## src/rtl/image_rd_ctrl.sv

```systemverilog
// Read-side controller for the image memory: walks a 2-D region, issues one read
// per cycle, and returns the words as a credit-protected ready/valid stream.
module image_rd_ctrl #(
   parameter int GROUP_NB   = 4,
   parameter int IMG_WIDTH  = 16,
   parameter int MEM_AWIDTH = 16,
   parameter int FIFO_DEPTH = 8
) (
   input  logic                          clk,
   input  logic                          rst_n,
   input  logic                          cfg_val,
   output logic                          cfg_rdy,
   input  logic [MEM_AWIDTH-1:0]         cfg_base,
   input  logic [MEM_AWIDTH-1:0]         cfg_cols,
   input  logic [MEM_AWIDTH-1:0]         cfg_rows,
   input  logic [MEM_AWIDTH-1:0]         cfg_pitch,
   input  logic                          mem_wr_val,
   output logic                          mem_rd_val,
   output logic [MEM_AWIDTH-1:0]         mem_rd_addr,
   input  logic [GROUP_NB*IMG_WIDTH-1:0] mem_rd_data,
   input  logic                          mem_rd_data_val,
   output logic [GROUP_NB*IMG_WIDTH-1:0] img_data,
   output logic                          img_val,
   input  logic                          img_rdy,
   output logic                          img_last,
   output logic                          busy,
   output logic                          done,
   output logic [1:0]                    state_dbg
);

   localparam int DW = GROUP_NB * IMG_WIDTH;
   localparam int CW = $clog2(FIFO_DEPTH + 1);
   localparam int PW = (FIFO_DEPTH > 1) ? $clog2(FIFO_DEPTH) : 1;
   localparam int TW = 2 * MEM_AWIDTH;

   typedef enum logic [1:0] {IDLE, RUN, DRAIN, DONE} state_t;

   state_t                state;
   logic [MEM_AWIDTH-1:0] row_start, col, row;
   logic [MEM_AWIDTH-1:0] cols_q, rows_q, pitch_q;
   logic [TW-1:0]         total_q, pop_cnt;
   logic [CW-1:0]         inflight, fifo_count;
   logic [PW-1:0]         wr_ptr, rd_ptr;
   logic [DW-1:0]         fifo_mem [FIFO_DEPTH];

   logic issue, push, pop, last_addr, end_of_row;

   // Valid/ready: a stream word transfers on any cycle where img_val and img_rdy
   // are both high; img_val never depends on img_rdy.
   assign cfg_rdy   = (state == IDLE);
   assign busy      = (state != IDLE);
   assign done      = (state == DONE);
   assign state_dbg = state;

   // A credit is every FIFO slot not already filled or promised to an in-flight read.
   assign issue       = (state == RUN) &&
                        (({1'b0, fifo_count} + {1'b0, inflight}) < (CW+1)'(FIFO_DEPTH));
   assign mem_rd_val  = issue && !mem_wr_val;
   assign mem_rd_addr = row_start + col;
   assign end_of_row  = (col == cols_q - MEM_AWIDTH'(1));
   assign last_addr   = end_of_row && (row == rows_q - MEM_AWIDTH'(1));

   assign push     = mem_rd_data_val && (state != IDLE);
   assign img_val  = (fifo_count != '0);
   assign pop      = img_val && img_rdy;
   assign img_data = fifo_mem[rd_ptr];
   assign img_last = img_val && (pop_cnt == total_q - TW'(1));

   always_ff @(posedge clk or negedge rst_n) begin
      if (!rst_n) begin
         state     <= IDLE;
         row_start <= '0;
         col       <= '0;
         row       <= '0;
         cols_q    <= '0;
         rows_q    <= '0;
         pitch_q   <= '0;
         total_q   <= '0;
         pop_cnt   <= '0;
      end else begin
         if (pop) pop_cnt <= pop_cnt + TW'(1);
         case (state)
            IDLE: begin
               if (cfg_val) begin
                  row_start <= cfg_base;
                  col       <= '0;
                  row       <= '0;
                  cols_q    <= cfg_cols;
                  rows_q    <= cfg_rows;
                  pitch_q   <= cfg_pitch;
                  total_q   <= TW'(cfg_rows) * TW'(cfg_cols);
                  pop_cnt   <= '0;
                  state     <= (cfg_rows == '0 || cfg_cols == '0) ? DONE : RUN;
               end
            end
            RUN: begin
               if (mem_rd_val) begin
                  if (last_addr) begin
                     state <= DRAIN;
                  end else if (end_of_row) begin
                     col       <= '0;
                     row       <= row + MEM_AWIDTH'(1);
                     row_start <= row_start + pitch_q;
                  end else begin
                     col <= col + MEM_AWIDTH'(1);
                  end
               end
            end
            // Popping the final word implies nothing is left in flight or buffered.
            DRAIN:   if (pop && img_last) state <= DONE;
            default: state <= IDLE;
         endcase
      end
   end

   always_ff @(posedge clk or negedge rst_n) begin
      if (!rst_n) begin
         inflight   <= '0;
         fifo_count <= '0;
         wr_ptr     <= '0;
         rd_ptr     <= '0;
      end else begin
         case ({mem_rd_val, push})
            2'b10:   inflight <= inflight + CW'(1);
            2'b01:   inflight <= inflight - CW'(1);
            default: inflight <= inflight;
         endcase
         case ({push, pop})
            2'b10:   fifo_count <= fifo_count + CW'(1);
            2'b01:   fifo_count <= fifo_count - CW'(1);
            default: fifo_count <= fifo_count;
         endcase
         if (push) wr_ptr <= (wr_ptr == PW'(FIFO_DEPTH - 1)) ? '0 : wr_ptr + PW'(1);
         if (pop)  rd_ptr <= (rd_ptr == PW'(FIFO_DEPTH - 1)) ? '0 : rd_ptr + PW'(1);
      end
   end

   always_ff @(posedge clk) begin
      if (push) fifo_mem[wr_ptr] <= mem_rd_data;
   end

endmodule

```

## config.mk

```make
export PLATFORM = sky130hd
export DESIGN_NAME = image_rd_ctrl
export DESIGN_NICKNAME = d
export VERILOG_FILES = /design/src/rtl/image_rd_ctrl.sv
export SDC_FILE = /design/constraint.sdc
export NUM_CORES = 2
export LEC_CHECK = 0
export CORE_UTILIZATION = 25
export CTS_CLUSTER_SIZE = 10
export DETAILED_ROUTE_END_ITERATION = 8
export PLACE_DENSITY = 0.51
export SYNTH_ARGS = -nofsm -noshare
export SYNTH_HDL_FRONTEND = slang
export SYNTH_SLANG_ARGS = --single-unit
```

## constraint.sdc

```tcl
create_clock -name clk -period 17.6 [get_ports clk]
set_clock_uncertainty 0.1 [all_clocks]
set_input_delay 3.52 -clock clk [delete_from_list [all_inputs] [get_ports clk]]
set_output_delay 3.52 -clock clk [all_outputs]
set_load 0.01 [all_outputs]
```

==> impl_metrics.csv <==
group,metric,value,unit
critical_path,cpMaxStageDelayCell,"clkdlybuf4s50_1",
power,clkPwrFrac,0.243,
critical_path,cp_data_arrival_time,10.46,ns
sta,fmax,99.4,MHz
sta,tns,0,ns
sta,setup_viol,0,
floorplan,die_h,401,um
critical_path,path_cells,"clkdlybuf4s50_1, nand2_1, fa_1, fa_1, fa_1, fa_1, inv_1, fa_1, inv_1, fa_1, inv_1, ha_1, and4_1, a221oi_1, nand2_1, a41o_1, o41ai_1, o211ai_1, xnor2_1, o21ai_0",
clocking,clk_pin_slew,0.05,ns
finish,fin_nets,3825,
critical_path,worstSetupEndpointType,"flip-flop",
route,drtIter0Drc,1513,
floorplan,start_util,0.253,
logic_synthesis,synth-seq-cells,688,
sta,layout_min_cycle_time,10.06,ns
route,wirelength,103000,um
logic_synthesis,synthDistinctLibCells,94,
clocking,cts_root_buffer,"clkbuf_16",
floorplan,coreArea,157000,um^2
power,ir_drop,0.000157,V
finish,drive_above_1_share,0.114,
placed_design,dp_hpwl,68000,um
critical_path,cp.required,18.01,ns
global_routing,overflow,0,
clocking,cts_buffer_depth,3,
global_routing,antenna_found_initial,14,
sta,fin_crit_sh,0.571,
global_routing,grt_max_degree,85,
route,drtAntennaViolNets,0,
global_routing,grtUsageMet1,0.176,
logic_synthesis,ys.flop_type,"edfxtp_1",
logic_synthesis,async_flop_share,0.256,
critical_path,crit_path_start_kind,"input pin",
logic_synthesis,synth_area_per_cell,12.7,um^2
clocking,htreeDepth,3,
global_routing,grt_util_met2,0.202,
status,status,"complete, no violations",
route,drc,0,
global_routing,grt_use_total,0.129,
logic_synthesis,synth_nets,3628,
logic_synthesis,synth_cells,3138,
critical_path,crit_family,"adder cells",
sta,timing.hold.ws,0.377,ns
power,p_int,4.32,mW
clocking,cts_setup_buffers,0,
placed_design,io_buffers,221,
power,pwr-share-comb,0.459,
clocking,cts_resized,0,
critical_path,cp_common_cell,"fa_1",
placed_design,gp_congestion,0.811,
global_routing,grt_pass1_wl,161000,um
sta,slew_violations,0,
route,wl_per_cell,18.9,um
power,sequentialPowerShare,0.298,
global_routing,gr-usage-met3,0.0345,
floorplan,design.die.area,161000,um^2
flow_run,cap_violations,0,
sta,rsz0062_at_grt,"false",
sta,max_slew_margin,0.273,
route,via_per_inst,4.57,
floorplan,io_pins,222,
logic_synthesis,netlist_area,39700,um^2
floorplan,rows,145,
clocking,cts_hold_buf,0,
critical_path,crit_buf_inv,4,
route,drt_pass1_iterations,5,
logic_synthesis,ys_seq_area_frac,0.498,
sta,worst_slew_pin_slew,1.09,ns
power,power_leakage,17.8,nW
global_routing,gr-max-usage-layer,"met2",
critical_path,crit_fanout,18,
clocking,cts_sinks,688,
sta,final-hold-violation-count,0,
critical_path,crit_path_max_incr_delay,1.15,ns
clocking,cts_made_buffers,86,
floorplan,die_w,401,um
logic_synthesis,synth-edff-count,512,
power,power_per_cell_area,146,nW/um^2
worst_hold_path,hold_path.class,"reg2reg",
global_routing,grt_pass1_vias,26100,
power,switching_share,0.367,
clocking,cts_tree,"built",
finish,area_growth,17.9,%
critical_path,crit_type,"in2reg",
logic_synthesis,synth_warnings,0,
finish,final_util,0.299,
power,switchingPower,2.51,mW
clocking,clk_latency,0.71,ns
route,via_count,24900,
## cells in the final DEF, fill, tap and decap left out, types with 79 or more instances in the layout
cell type and instances:
and2_1 127, clkdlybuf4s50_1 220, ha_1 157, o21ai_0 79
xnor2_1 98, dfrtp_1 173, nor2_1 100, fa_1 198
inv_1 266, nand2_1 429, edfxtp_1 512, clkbuf_16 86
mux4_2 128
## registers in the layout (all words and copies together) (netlist names)
name and flops:
col 16, cols_q 16, fifo_count 4, fifo_mem 512
inflight 4, pitch_q 16, pop_cnt 32, rd_ptr 3
row 16, row_start 16, rows_q 16, state_dbg 2
total_q 32, wr_ptr 3
## cell usage after synthesis, types with 9 or more instances
master | count | area [um^2]
buf_1 | 20 | 75.1
nand4_1 | 21 | 131
o21ai_0 | 79 | 395
nor2b_1 | 15 | 93.8
nand3_1 | 51 | 255
buf_2 | 10 | 50.1
xnor2_1 | 98 | 858
a21oi_1 | 62 | 310
nor3_1 | 54 | 270
clkbuf_1 | 104 | 390
nand3b_1 | 14 | 105
fa_1 | 198 | 3960
a211oi_1 | 17 | 128
dfrtp_1 | 176 | 4400
nand2b_1 | 19 | 119
nand2_1 | 430 | 1610
or4_1 | 12 | 90.1
ha_1 | 158 | 1980
o31ai_1 | 16 | 120
a21o_1 | 16 | 120
nor4_1 | 26 | 163
a31oi_1 | 11 | 68.8
inv_1 | 266 | 998
and3_1 | 26 | 163
nor2_1 | 103 | 387
o21ai_1 | 15 | 75.1
and2_1 | 128 | 801
mux2_2 | 66 | 743
edfxtp_1 | 512 | 15400
o21bai_1 | 9 | 67.6
mux4_2 | 128 | 2880
or3_1 | 15 | 93.8
xor2_1 | 68 | 596
mux2i_1 | 24 | 240
## power groups by stage
stage | Clock [mW] | Combinational (mW) | Sequential, mW
after global routing | 1.77 | 3.56 | 2.06
after floorplan | 0 | 2.18 | 2.00
after detailed placement | 0 | 3.16 | 2.08
after CTS | 1.72 | 3.20 | 2.04
final | 1.66 | 3.14 | 2.04
after global placement | 0 | 3.17 | 2.07
## through the flow
stage                     total power, mW  instances  instance area, um^2  setup slack (ns)
after floorplan                      4.18       3138                39700              7.07
after global placement               5.24       5305                44200              6.81
after detailed placement             5.23       5305                44200              6.85
after CTS                            6.96       5435                46800              7.51
after global routing                 7.39       5436                46800              7.06
final                                6.83       5437                46900              7.54
## final timing paths
path | startpoint | slack (ns) | cells after the start | end
min in group asynchronous | rst_n | 2.70 | 1 | pitch_q[12]
setup / recovery | cfg_rows[9] | 7.54 | 20 | total_q[28]
setup reg to reg | rows_q[0] | 13.04 | 12 | row[7]
max in group asynchronous | rst_n | 12.55 | 3 | total_q[22]
hold / removal | inflight[3] | 0.38 | 1 | inflight[3]
hold reg to reg | inflight[3] | 0.38 | 1 | inflight[3]
## layer usage
layer,vias up,part of all wire
li1,11600,-
met1,12600,0.47
met2,538,0.45
met3,164,0.061
met4,20,0.023
met5,-,0.0012
## worst register-to-register path, cell delays in order, from the launching register on
cell	delay, ns
dfrtp_1	0.45
inv_1	0.10
ha_1	0.26
or4b_1	0.62
xnor2_1	0.18
or3_1	0.31
o311ai_1	0.34
nand4b_1	0.26
o2111a_1	0.33
o21bai_4	0.29
buf_4	0.60
mux2_1	0.39
a31o_2	0.21
## logic make-up after synthesis
group                      count (synthesis)  share of synthesized area
DFF                                      688                      0.498
muxes                                    220                     0.0979
xor gates and xnor gates                 166                     0.0366
AOI/OAI and AO/OA                        326                     0.0551
buffers and inverters                    411                     0.0406
and+or+nand+nor                          971                      0.122
adders and majority gates                356                      0.150
## area by class of cell
cell class	instances	area (um^2)
antenna	2	5.00
clock buffer	110	2270
clock inverter	20	357
fill	15900	110000
inverter	268	1010
multi-input combinational	2039	18400
sequential	688	19800
tap	2058	2570
timing repair buffer	252	2450
Note: power is estimated with default switching activity, not from simulation.
